[config.mk]
export PLATFORM = sky130hd
export DESIGN_NAME = decoder_3to8
export DESIGN_NICKNAME = d
export VERILOG_FILES = /design/src/rtl/decoder38_pkg.sv /design/src/rtl/decoder_2to4.sv /design/src/rtl/decoder_3to8.sv
export SDC_FILE = /design/constraint.sdc
export NUM_CORES = 1
export LEC_CHECK = 0
export BUFFER_PORTS_ARGS = -buffer_cell sky130_fd_sc_hd__buf_2
export CORE_AREA = 3 3 40 42
export DETAILED_ROUTE_END_ITERATION = 16
export DIE_AREA = 0 0 43 45
export PLACE_DENSITY_LB_ADDON = 0.25
export SYNTH_ARGS = -nofsm -noshare
export SYNTH_HDL_FRONTEND = slang
export SYNTH_SLANG_ARGS = --single-unit
[constraint.sdc]
create_clock -name clk -period 0.8 [get_ports clk]
set_input_delay 0 -clock clk [delete_from_list [all_inputs] [get_ports clk]]
set_output_delay 0 -clock clk [all_outputs]
set_load 0.01 [all_outputs]
[src/rtl/decoder38_pkg.sv]
// Shared widths, types and the one-hot helper for the 3-to-8 decoder.
package decoder38_pkg;

    localparam int SEL_W = 3;
    localparam int OUT_W = 8;

    typedef logic [SEL_W-1:0] sel_t;
    typedef logic [OUT_W-1:0] dec_t;

    function automatic logic onehot_ok(input dec_t v);
        return (v != '0) && ((v & (v - dec_t'(1))) == '0);
    endfunction

endpackage

[src/rtl/decoder_2to4.sv]
// 2-to-4 one-hot decoder slice with enable; unknown selects decode to zero.
module decoder_2to4 (
    input  logic [1:0] a,
    input  logic       en,
    output logic [3:0] d
);

    always_comb begin
        d = 4'b0000;
        if (en) begin
            unique case (a)
                2'b00:   d = 4'b0001;
                2'b01:   d = 4'b0010;
                2'b10:   d = 4'b0100;
                2'b11:   d = 4'b1000;
                default: d = 4'b0000;
            endcase
        end
    end

endmodule

[src/rtl/decoder_3to8.sv]
// 3-to-8 one-hot decoder with optional output register stage.
// Define DECODER_ONEHOT_CHECK_EN to add the sticky one-hot checker (err port).
module decoder_3to8
    import decoder38_pkg::*;
#(
    parameter bit REG_OUT = 1'b1
) (
    input  logic       clk,
    input  logic       rst,
    input  logic       en,
    input  logic       x,
    input  logic       y,
    input  logic       z,
    output logic [7:0] D,
`ifdef DECODER_ONEHOT_CHECK_EN
    output logic       err,
`endif
    output logic       valid
);

    sel_t sel;
    dec_t dec_d;

    assign sel = {z, y, x};

    // z picks which half is enabled; both halves share {y,x}
    decoder_2to4 u_lo (
        .a  (sel[1:0]),
        .en (en & ~z),
        .d  (dec_d[3:0])
    );

    decoder_2to4 u_hi (
        .a  (sel[1:0]),
        .en (en & z),
        .d  (dec_d[7:4])
    );

    generate
        if (REG_OUT) begin : g_reg
            dec_t d_q;
            logic valid_q;

            always_ff @(posedge clk or posedge rst) begin
                if (rst) begin
                    d_q     <= '0;
                    valid_q <= 1'b0;
                end else begin
                    d_q     <= dec_d;
                    valid_q <= en;
                end
            end

            assign D     = d_q;
            assign valid = valid_q;
        end else begin : g_comb
            assign D     = dec_d;
            assign valid = en;
        end
    endgenerate

`ifdef DECODER_ONEHOT_CHECK_EN
    logic err_q;
    logic bad;

    assign bad = ((D != '0) && !onehot_ok(D)) || (valid && (D == '0));

    always_ff @(posedge clk or posedge rst) begin
        if (rst) begin
            err_q <= 1'b0;
        end else if (bad) begin
            err_q <= 1'b1;
        end
    end

    assign err = err_q;
`endif

endmodule

# Word level (Yosys, flattened, before mapping)
# Index checks and enable logic that the tools add are counted.
dict set report word_totals {
  ff_bits 9
  inputBits 6
  out_inout_bits 9
}
dict set report op_classes {
  eq_ne 3
  mux 3
  bitwise 3
  reduce_logical 1
}
# cell count
set ops {}
lappend ops {{case mux 4 bit (4 select lines)} 1}
lappend ops {{two-way mux 4 bit} 2}
lappend ops {{== test 2 bit, second input constant} 2}
lappend ops {{AND 1 bit} 2}
lappend ops {{== test 2 x 1 -> 1 bit, second input constant} 1}
lappend ops {{zero test 2 bit} 1}
lappend ops {{inverter 1 bit} 1}

# Logic depth before layout (Yosys ltp)
# Gate-level depths: netlist of run 1.
dict set report logic_depth {
  word_depth 3
  depth_mapped 1
  mapped_depth_nobuf 1
}

# By module
# Synthesis of run 1 repeated with hierarchy kept, for this count alone.
dict set report hier_totals {
  cells_unflattened 20
  hier_area_um2 320.3
}
# mod n_inst cells_per_inst area_each_um2 seq_area_each_um2
set modules_own_cells {}
lappend modules_own_cells {decoder_3to8 1 12 245.2 225.2}
lappend modules_own_cells {decoder_2to4 2 4 37.5 0.0}

# Least setup slack after synthesis of run 1
# Ideal clock, no wire load.
dict set report synth_timing {
  path_kind {register to output}
  start {reg g_reg.d_q[0], in the netlist D[0]}
  end {out D[0]}
  arrival_ps 376
  setup_slack_ps 424
  stages_incl_launch_ff 1
  n_path_buf 0
  path_cell_list {dfrtp_1}
}
# item line
set synth_rtl {}
lappend synth_rtl {{from (decl)} decoder_3to8.sv:41} ;# dec_t d_q;
lappend synth_rtl {{from (signal assigned)} decoder_3to8.sv:46} ;# d_q <= '0;
lappend synth_rtl {{from (signal assigned)} decoder_3to8.sv:49} ;# d_q <= dec_d;
lappend synth_rtl {{to (decl)} decoder_3to8.sv:14} ;# output logic [7:0] D,
# No word-level cell between the ends.

# Final worst setup path of run 1
dict set report layout_timing {
  start {in x}
  end {reg g_reg.d_q[6], in the netlist D[6]}
}
dict set report layout_between {
  elab_chain_len 3
}
# item line
set layout_lines {}
lappend layout_lines {{from (decl)} decoder_3to8.sv:11} ;# input logic x,
lappend layout_lines {{== test 2 bit, or another cell as far along} decoder_2to4.sv:11} ;# unique case (a)
lappend layout_lines {{case mux 4 bit (4 select lines) (*)} decoder_2to4.sv:11}
lappend layout_lines {{two-way mux 4 bit (*)} decoder_2to4.sv:10} ;# if (en) begin
lappend layout_lines {{net dec_d[6]} decoder_3to8.sv:22} ;# dec_t dec_d;
# The timed path passes the listed nets; every way through them passes the cells marked *.

==> results of run 1 <==
## where the power goes
part	internal [mW]	switching, mW
registers	0.468	0.00264
clock network	0.191	0.139
logic	0.0502	0.0442
total	0.709	0.186
## stage by stage
stage                     setup WS (ns)  hold WS, ns  utilization [%]
after floorplan                   0.424       -0.172                -
after CTS                        0.0128       0.0812             38.2
after global placement            0.296      -0.0368             32.2
final                           0.00735       0.0845             38.5
after detailed placement          0.284      -0.0284             32.2
after global routing           -0.00193       0.0856             38.5
## layout make-up
cell class              count  area, um2
repair buffers             18        124
well taps                  15       18.8
fillers                   126        791
multi-input cells           8       96.3
flip-flops and latches      9        225
clock buffers               4       26.3
inverters                   1       3.75
## logic make-up after synthesis
family / Yosys count
flip-flops: 9
AND/OR/NAND/NOR: 8
buffers and inverters: 1
## registers in the layout, summed over array words and instances, names as in the netlist
signal,flops
valid,1
D,8
## worst max-delay path by stage
stage | startpoint | endpoint | slack [ns] | cells past startpoint
6_report | x | D[6] | 0.007 | 2
5_1_grt | z | D[3] | -0.002 | 3
4_1_cts | y | D[3] | 0.01 | 3
3_5_place_dp | y | D[4] | 0.28 | 2
3_3_place_gp | y | D[4] | 0.30 | 2
2_1_floorplan | D[0] | D[0] | 0.42 | 0
## layer usage
metal	GRT usage, %	share of wire (%)	routed length [um]	vias up
met5	0	0	0	-
met3	3.98	9.1	55	0
li1	-	-	-	115
met2	10.8	45	270	11
met1	8.52	46	279	104
met4	3.61	0	0	0
## repair_timing
action                     in CTS  in global routing
hold buffers                    5                  0
setup endpoints to repair       0                  4
hold endpoints to repair       11                  0
gates resized for setup         0                  3
## cell usage in the layout (no fill, tap or decap)
cell type and count:
buf_2 11, dfrtp_1 9, dlygate4sd3_1 5, and4b_2 3, and4bb_2 3, clkbuf_4 3, nor4b_2 1, and4_2 1
inv_1 1, clkbuf_1 1, buf_6 1, buf_4 1
==> flow_summary.ini, run 1 <==
[route]
firstDrtPassIters = 2
initialDrtViolationCount = 1
drc = 0
via_count = 230
wl_um = 606
viasPerCell = 4.18
ant_nets = 0
wire_per_inst_um = 11.0

[clock_network]
cts_tree = yes
clock-root-buffer = clkbuf_4
cts_sinks = 9
clk_pin_slew_ns = 0.06
cts_made_buffers = 3
postCtsSetupBuffers = 0
cts.htree.levels = 1
clockBufferDepth = 2

[synthesis]
synth-seq-area-share_pct = 69.2
synthAdderAreaFrac_pct = 0
yosys.cell_count.top_type = dfrtp_1
synth.area.top_cells = dfrtp_1 69%, and4bb_2 12%, and4b_2 10%, nor4b_2 4.6%, and4_2 3.1%
yosysTopAreaCellShare_pct = 69.2
yosys.area_share.simple_pct = 29.6
syn_inst = 18
yosys.area_share.xor_xnor_pct = 0
synth_top_family_by_area = simple AND/OR/NAND/NOR gates
synth-main-ff-cell = dfrtp_1
synth_top_cell_by_area = dfrtp_1
synthesis.nets = 24
synth_edf_count = 0
ys_seq_elements = 9
synth_compound_area_share_pct = 0
synth_warnings = 0
yosysUniqueCellTypes = 6
avgSynthCellArea_um2 = 18.1
netlist_top_cells_count = 9 x dfrtp_1, 3 x and4b_2, 3 x and4bb_2
synth_mux_area_share_pct = 0
synth_area_um2 = 325
async_flop_share_pct = 100

[setup_path]
cpMaxStageDelayCell = dlygate4sd3_1
required_ns = 0.93
cpPeakStageDelay_ns = 0.67
critPathBufInv = 1
cp_top_family = buffers and inverters
critical_path_class = in -> reg
critPathArrivalTime_ns = 0.93
start_kind = primary input
crit_chain = dlygate4sd3_1, and4b_2
worstPathMaxFanout = 8
endpoint_kind = register

[power_and_ir_drop]
ir_drop_mv = 0.650
p_leak_nw = 0.262
power.total_uw = 895
power_density_nw_per_um2 = 1810

[outcome]
status = finished clean

[timing]
period_share_pct = 99.1
fin_crit_ns = 0.793
slew-limit-headroom_pct = 78.3
slew_violations = 0
final_hold_viol_count = 0
setup_tns_ns = 0
worst_pin_slew_ns = 0.325
fmax_mhz = 1260
setup_viol = 0

[grt]
grt_pass1_wl_um = 993
grt_overflow_total = 0
grt_max_degree = 10
antenna_found_initial = 0
grt_pass1_vias = 234
grt_use_total_pct = 7.26

[run]
drv_cap = 0

[floorplan]
start_util_pct = 25.3
coreArea_um2 = 1280
rows = 13
dieHeight_um = 45
io_pins = 15
dieArea_um2 = 1940
dieWidth_um = 43

[final_layout]
design_area_um2 = 494
fin_cells = 55
final_nets = 47
area_growth_pct = 51.9
n_antenna_cell = 0
drive_gt1_share_pct = 60.0

[min_path]
hp-start = en
hold_class = in -> reg
hold_end = D[0]
min_path_cells = 2

[placement]
io_buffers = 14
dp_cells = 47
dpl-instance-area_um2 = 414
gp_congestion = 0.675
No activity file was read; power rests on OpenSTA's default activity.
==> run 2, diff against run 1 <==
--- a/config.mk
+++ b/config.mk
@@ -6,10 +6,11 @@
 export NUM_CORES = 1
 export LEC_CHECK = 0
 export BUFFER_PORTS_ARGS = -buffer_cell sky130_fd_sc_hd__buf_2
-export CORE_AREA = 3 3 40 42
+export CORE_AREA = 2 2 39 41
 export DETAILED_ROUTE_END_ITERATION = 16
-export DIE_AREA = 0 0 43 45
+export DIE_AREA = 0 0 41 43
 export PLACE_DENSITY_LB_ADDON = 0.25
+export REMOVE_ABC_BUFFERS = 1
 export SYNTH_ARGS = -nofsm -noshare
 export SYNTH_HDL_FRONTEND = slang
 export SYNTH_SLANG_ARGS = --single-unit
==> run 2 against run 1 <==
Combinational power decreased by 10%. Cell count fell by 1.8%. Flip-flop and latch count is the same. Highest routed layer is now met4. Critical path depth is 1 higher. The run now ends with hold timing left. Global-route usage rose by 0.88 points. Clock power is essentially flat.
==> flow_summary.ini, run 2 (synthesis gave the netlist of run 1 again) <==
[final_layout]
final_nets = 45
nFillCells = 138
final_cell_mix = 12 x buf_2, 9 x dfrtp_1, 3 x and4b_2, 3 x and4bb_2, 3 x clkbuf_4
n_antenna_cell = 0
drive_gt1_share_pct = 63.2
largest_register_ffs = 8
register_area_um2 = 225
final_common_cell = buf_2
area_growth_pct = 46.2
multi_input_area_um2 = 96.3

[grt]
grt_overflow_total = 0
antenna_found_initial = 0
grt_use_total_pct = 8.14
grt_max_degree = 10
grt_pass1_vias = 216
grt_pass1_wl_um = 869

[setup_path]
cp_top_family = buffers and inverters
crit_chain = dlygate4sd3_1, buf_6, and4bb_2
cpMaxStageDelayCell = dlygate4sd3_1
start_kind = primary input
cpPeakStageDelay_ns = 0.55
critical_path_class = in -> reg
critPathArrivalTime_ns = 0.96
endpoint_kind = register
required_ns = 0.99
critPathBufInv = 2
worstPathMaxFanout = 8

[clock_network]
clk_pin_slew_ns = 0.06
clock-root-buffer = clkbuf_4
hold_buffers = 3
cts_tree = yes
cts_made_buffers = 3
postCtsSetupBuffers = 0
cts.htree.levels = 1
clockBufferDepth = 2
cts_sinks = 9

[outcome]
status = complete, but fails checks
violations = hold timing

[timing]
fmax_mhz = 1310
slew-limit-headroom_pct = 79.4
slew_violations = 0
setup_tns_ns = 0
worst_pin_slew_ns = 0.309
period_share_pct = 95.4
final_hold_viol_count = 1
grt_setup_unrepaired = no
setup_viol = 0
fin_hold_ws_ns = -0.0166
fin_crit_ns = 0.763

[floorplan]
io_pins = 15
dieArea_um2 = 1760
start_util_pct = 23.5
dieWidth_um = 41
rows = 14
coreArea_um2 = 1380
dieHeight_um = 43

[route]
wire_per_inst_um = 10.1
route.met2.wl_um = 274
wl_met3_um = 69
drc = 0
top_layer_used = met4
via_count = 222
firstDrtPassIters = 1
viasPerCell = 4.11
ant_nets = 0
initialDrtViolationCount = 0
wl_um = 546
m1WireLength_um = 187

[power_and_ir_drop]
power_density_nw_per_um2 = 1870
combinationalPowerShare_pct = 9.5
p_leak_nw = 0.262
ir_drop_mv = 0.706
switchingPower_uw = 185
clockPowerShare_pct = 37.4
switching_share_pct = 20.8
seqPwrFrac_pct = 53.0
p_int_uw = 702

[placement]
gp_congestion = 0.657
io_buffers = 14

[min_path]
hold_class = in -> reg

[run]
drv_cap = 0
==> run 2: through the flow <==
step	std cells	power, mW	utilization [%]	area (um2)	setup WS [ns]
6_report	54	0.887	34.4	475	0.0368
5_1_grt	54	0.942	34.4	475	0.00997
4_1_cts	55	0.907	34.1	472	0.00676
3_5_place_dp	48	0.552	30.0	415	0.280
3_3_place_gp	48	0.549	30.0	415	0.296
2_1_floorplan	18	0.510	-	325	0.424
==> run 2: path summary, 6_finish.rpt <==
kind,from,endpoint,cells past startpoint
min,x,D[0],2
min in group asynchronous,rst,D[5],3
max in group asynchronous,rst,D[0],3
max,z,D[2],3
==> run 2: power groups by stage <==
stage          Clock, mW  Combinational, mW  Sequential (mW)
4_1_cts            0.352             0.0841            0.470
3_3_place_gp           0             0.0703            0.478
6_report           0.332             0.0847            0.470
2_1_floorplan          0             0.0227            0.487
3_5_place_dp           0             0.0730            0.479
5_1_grt            0.377             0.0941            0.471
==> run 2: layout make-up <==
| type | count | area share (%) |
|---|---|---|
| Inverter | 1 | 0.789 |
| Timing Repair Buffer | 16 | 21.8 |
| Multi-Input combinational cell | 8 | 20.3 |
| Sequential cell | 9 | 47.4 |
| Clock buffer | 4 | 5.53 |
| Tap cell | 16 | 4.21 |
==> run 2: timing repair <==
| item | 4_1_cts | 5_1_grt |
|---|---|---|
| setup endpoints to repair | 0 | 7 |
| resized for setup | 0 | 3 |
| endpoints found under the hold margin | 11 | 1 |
==> run 2: layer usage <==
layer  track usage (%)  vias up
met5                 0        -
met4              8.00        0
met3              3.14        2
met2              11.6       13
met1              8.39       98
li1                  -      109
==> run 3, diff against run 2 <==
--- a/config.mk
+++ b/config.mk
@@ -5,6 +5,7 @@
 export SDC_FILE = /design/constraint.sdc
 export NUM_CORES = 1
 export LEC_CHECK = 0
+export ABC_AREA = 1
 export BUFFER_PORTS_ARGS = -buffer_cell sky130_fd_sc_hd__buf_2
 export CORE_AREA = 2 2 39 41
 export DETAILED_ROUTE_END_ITERATION = 16
==> constraint.sdc (replaced) <==
create_clock -name clk -period 0.9 [get_ports clk]
set_input_delay 0 -clock clk [delete_from_list [all_inputs] [get_ports clk]]
set_output_delay 0 -clock clk [all_outputs]
set_load 0.01 [all_outputs]
==> run 3 against run 2 <==
The flow now finishes without violations. Critical path depth shrank 2. Via count up 2.3%. Area after synthesis fell by 10%. Utilization is 2.6 points lower. Design area decreased by 7.6%. Routed wire length fell by 15%. Flip-flop and latch count unchanged. Non-clock buffer count increased by 1. Critical endpoint is now D[7].
==> flow_summary.ini, run 3 <==
[outcome]
status = finished clean

[timing]
fin_crit_ns = 0.738
worst_pin_slew_ns = 0.304
fin_ws_ns = 0.162
period_share_pct = 82.0
setup_viol = 0
grt_setup_unrepaired = no
fin_hold_ws_ns = 0.0152
final_hold_viol_count = 0
slew_violations = 0
slew-limit-headroom_pct = 79.7
setup_tns_ns = 0
fmax_mhz = 1360

[floorplan]
rows = 14
io_pins = 15
dieWidth_um = 41
dieArea_um2 = 1760
coreArea_um2 = 1380
dieHeight_um = 43
start_util_pct = 21.2

[setup_path]
critPathArrivalTime_ns = 0.74
required_ns = 0.90
worstPathMaxFanout = 1
critPathCapture = D[7]
critical_path_cell_count = 1
crit_chain = buf_2
cpPeakStageDelay_ns = 0.36
critPathBufInv = 1
start_kind = register
endpoint_kind = output pin
cp_top_family = flip-flops
cpMaxStageDelayCell = dfrtp_1
worstSetupStartpoint = D[7]
critical_path_class = reg -> out

[placement]
post-dp-hpwl_um = 394
dp_slack_ns = 0.428
gp_congestion = 0.752
io_buffers = 14

[final_layout]
final_util_pct = 31.7
final_nets = 55
final_cell_mix = 14 x buf_2, 9 x dfrtp_1, 8 x nor2_1, 6 x nand2_1, 4 x inv_1
final_common_cell = buf_2
largest_register_ffs = 8
area_growth_pct = 50.0
n_antenna_cell = 0
drive_gt1_share_pct = 35.4

[route]
ant_nets = 0
m1WireLength_um = 159
initialDrtViolationCount = 3
wl_met3_um = 35
viasPerCell = 3.55
wire_per_inst_um = 7.28
top_layer_used = met4
via_count = 227
wl_um = 466
firstDrtPassIters = 3
drc = 0
route.met2.wl_um = 256

[synthesis]
synth_area_um2 = 293
yosysUniqueCellTypes = 4
synth_edf_count = 0
synth-seq-area-share_pct = 76.9
async_flop_share_pct = 100
synth_top_cell_by_area = dfrtp_1
yosysTopAreaCellShare_pct = 76.9
netlist_top_cells_count = 9 x dfrtp_1, 8 x nor2_1, 6 x nand2_1
synth.area.top_cells = dfrtp_1 77%, nor2_1 10%, nand2_1 7.7%, inv_1 5.1%
synth_warnings = 0
synth-main-ff-cell = dfrtp_1
syn_inst = 27
yosys.cell_count.top_type = dfrtp_1
avgSynthCellArea_um2 = 10.8
ys_seq_elements = 9

[min_path]
hold_class = in -> reg

[power_and_ir_drop]
ir_drop_mv = 0.474
p_leak_nw = 0.262
power_density_nw_per_um2 = 1770
power.total_uw = 778

[grt]
grt_pass1_vias = 223
grt_max_degree = 10
grt_overflow_total = 0
grt_use_total_pct = 7.55
grt_pass1_wl_um = 752
antenna_found_initial = 0

[clock_network]
hold_buffers = 3
clk_pin_slew_ns = 0.05
cts_made_buffers = 3
cts_sinks = 9
clockBufferDepth = 2
clock-root-buffer = clkbuf_4
postCtsSetupBuffers = 0
cts_tree = yes
cts.htree.levels = 1
ctsResizeCount = 0

[run]
drv_cap = 0
run 3: cell families (layout without fill, tap and decap cells):
group,count (synthesis),after routing,synth area share (%)
buffers and inverters,4,25,5.13
DFF,9,9,76.9
and+or+nand+nor,14,14,17.9
run 3: where the power goes:
part           internal (mW)  total (mW)  switching (mW)  leakage, nW
Sequential             0.416       0.418         0.00215        0.121
Combinational         0.0301      0.0678          0.0377        0.125
Clock                  0.170       0.292           0.122       0.0150
run 3: metrics by stage:
stage	cells	cell area, um2
5_1_grt	64	439
6_report	64	439
3_3_place_gp	57	383
2_1_floorplan	27	293
4_1_cts	64	439
3_5_place_dp	57	383
run 3: routing by layer:
| layer | up-vias | track usage (%) |
|---|---|---|
| li1 | 118 | - |
| met3 | 2 | 1.57 |
| met2 | 8 | 10.6 |
| met5 | - | 0 |
| met4 | 0 | 14.0 |
| met1 | 99 | 5.42 |
run 3: how the worst min path moves through the flow:
stage          startpoint   end  slack (ns)  cells after the start
2_1_floorplan         rst  D[0]       -0.17                      1
3_3_place_gp          rst  D[5]       -0.03                      2
3_5_place_dp          rst  D[3]       -0.04                      2
4_1_cts                 y  D[3]        0.01                      3
5_1_grt                 y  D[7]        0.02                      3
6_report                y  D[7]        0.02                      3
run 3: area by class of cell:
type	count	area [um2]
Fill cell	146	945
Sequential cell	9	225
Timing Repair Buffer	17	100
Multi-Input combinational cell	14	52.6
Clock buffer	4	26.3
Tap cell	16	20.0
Inverter	4	15.0
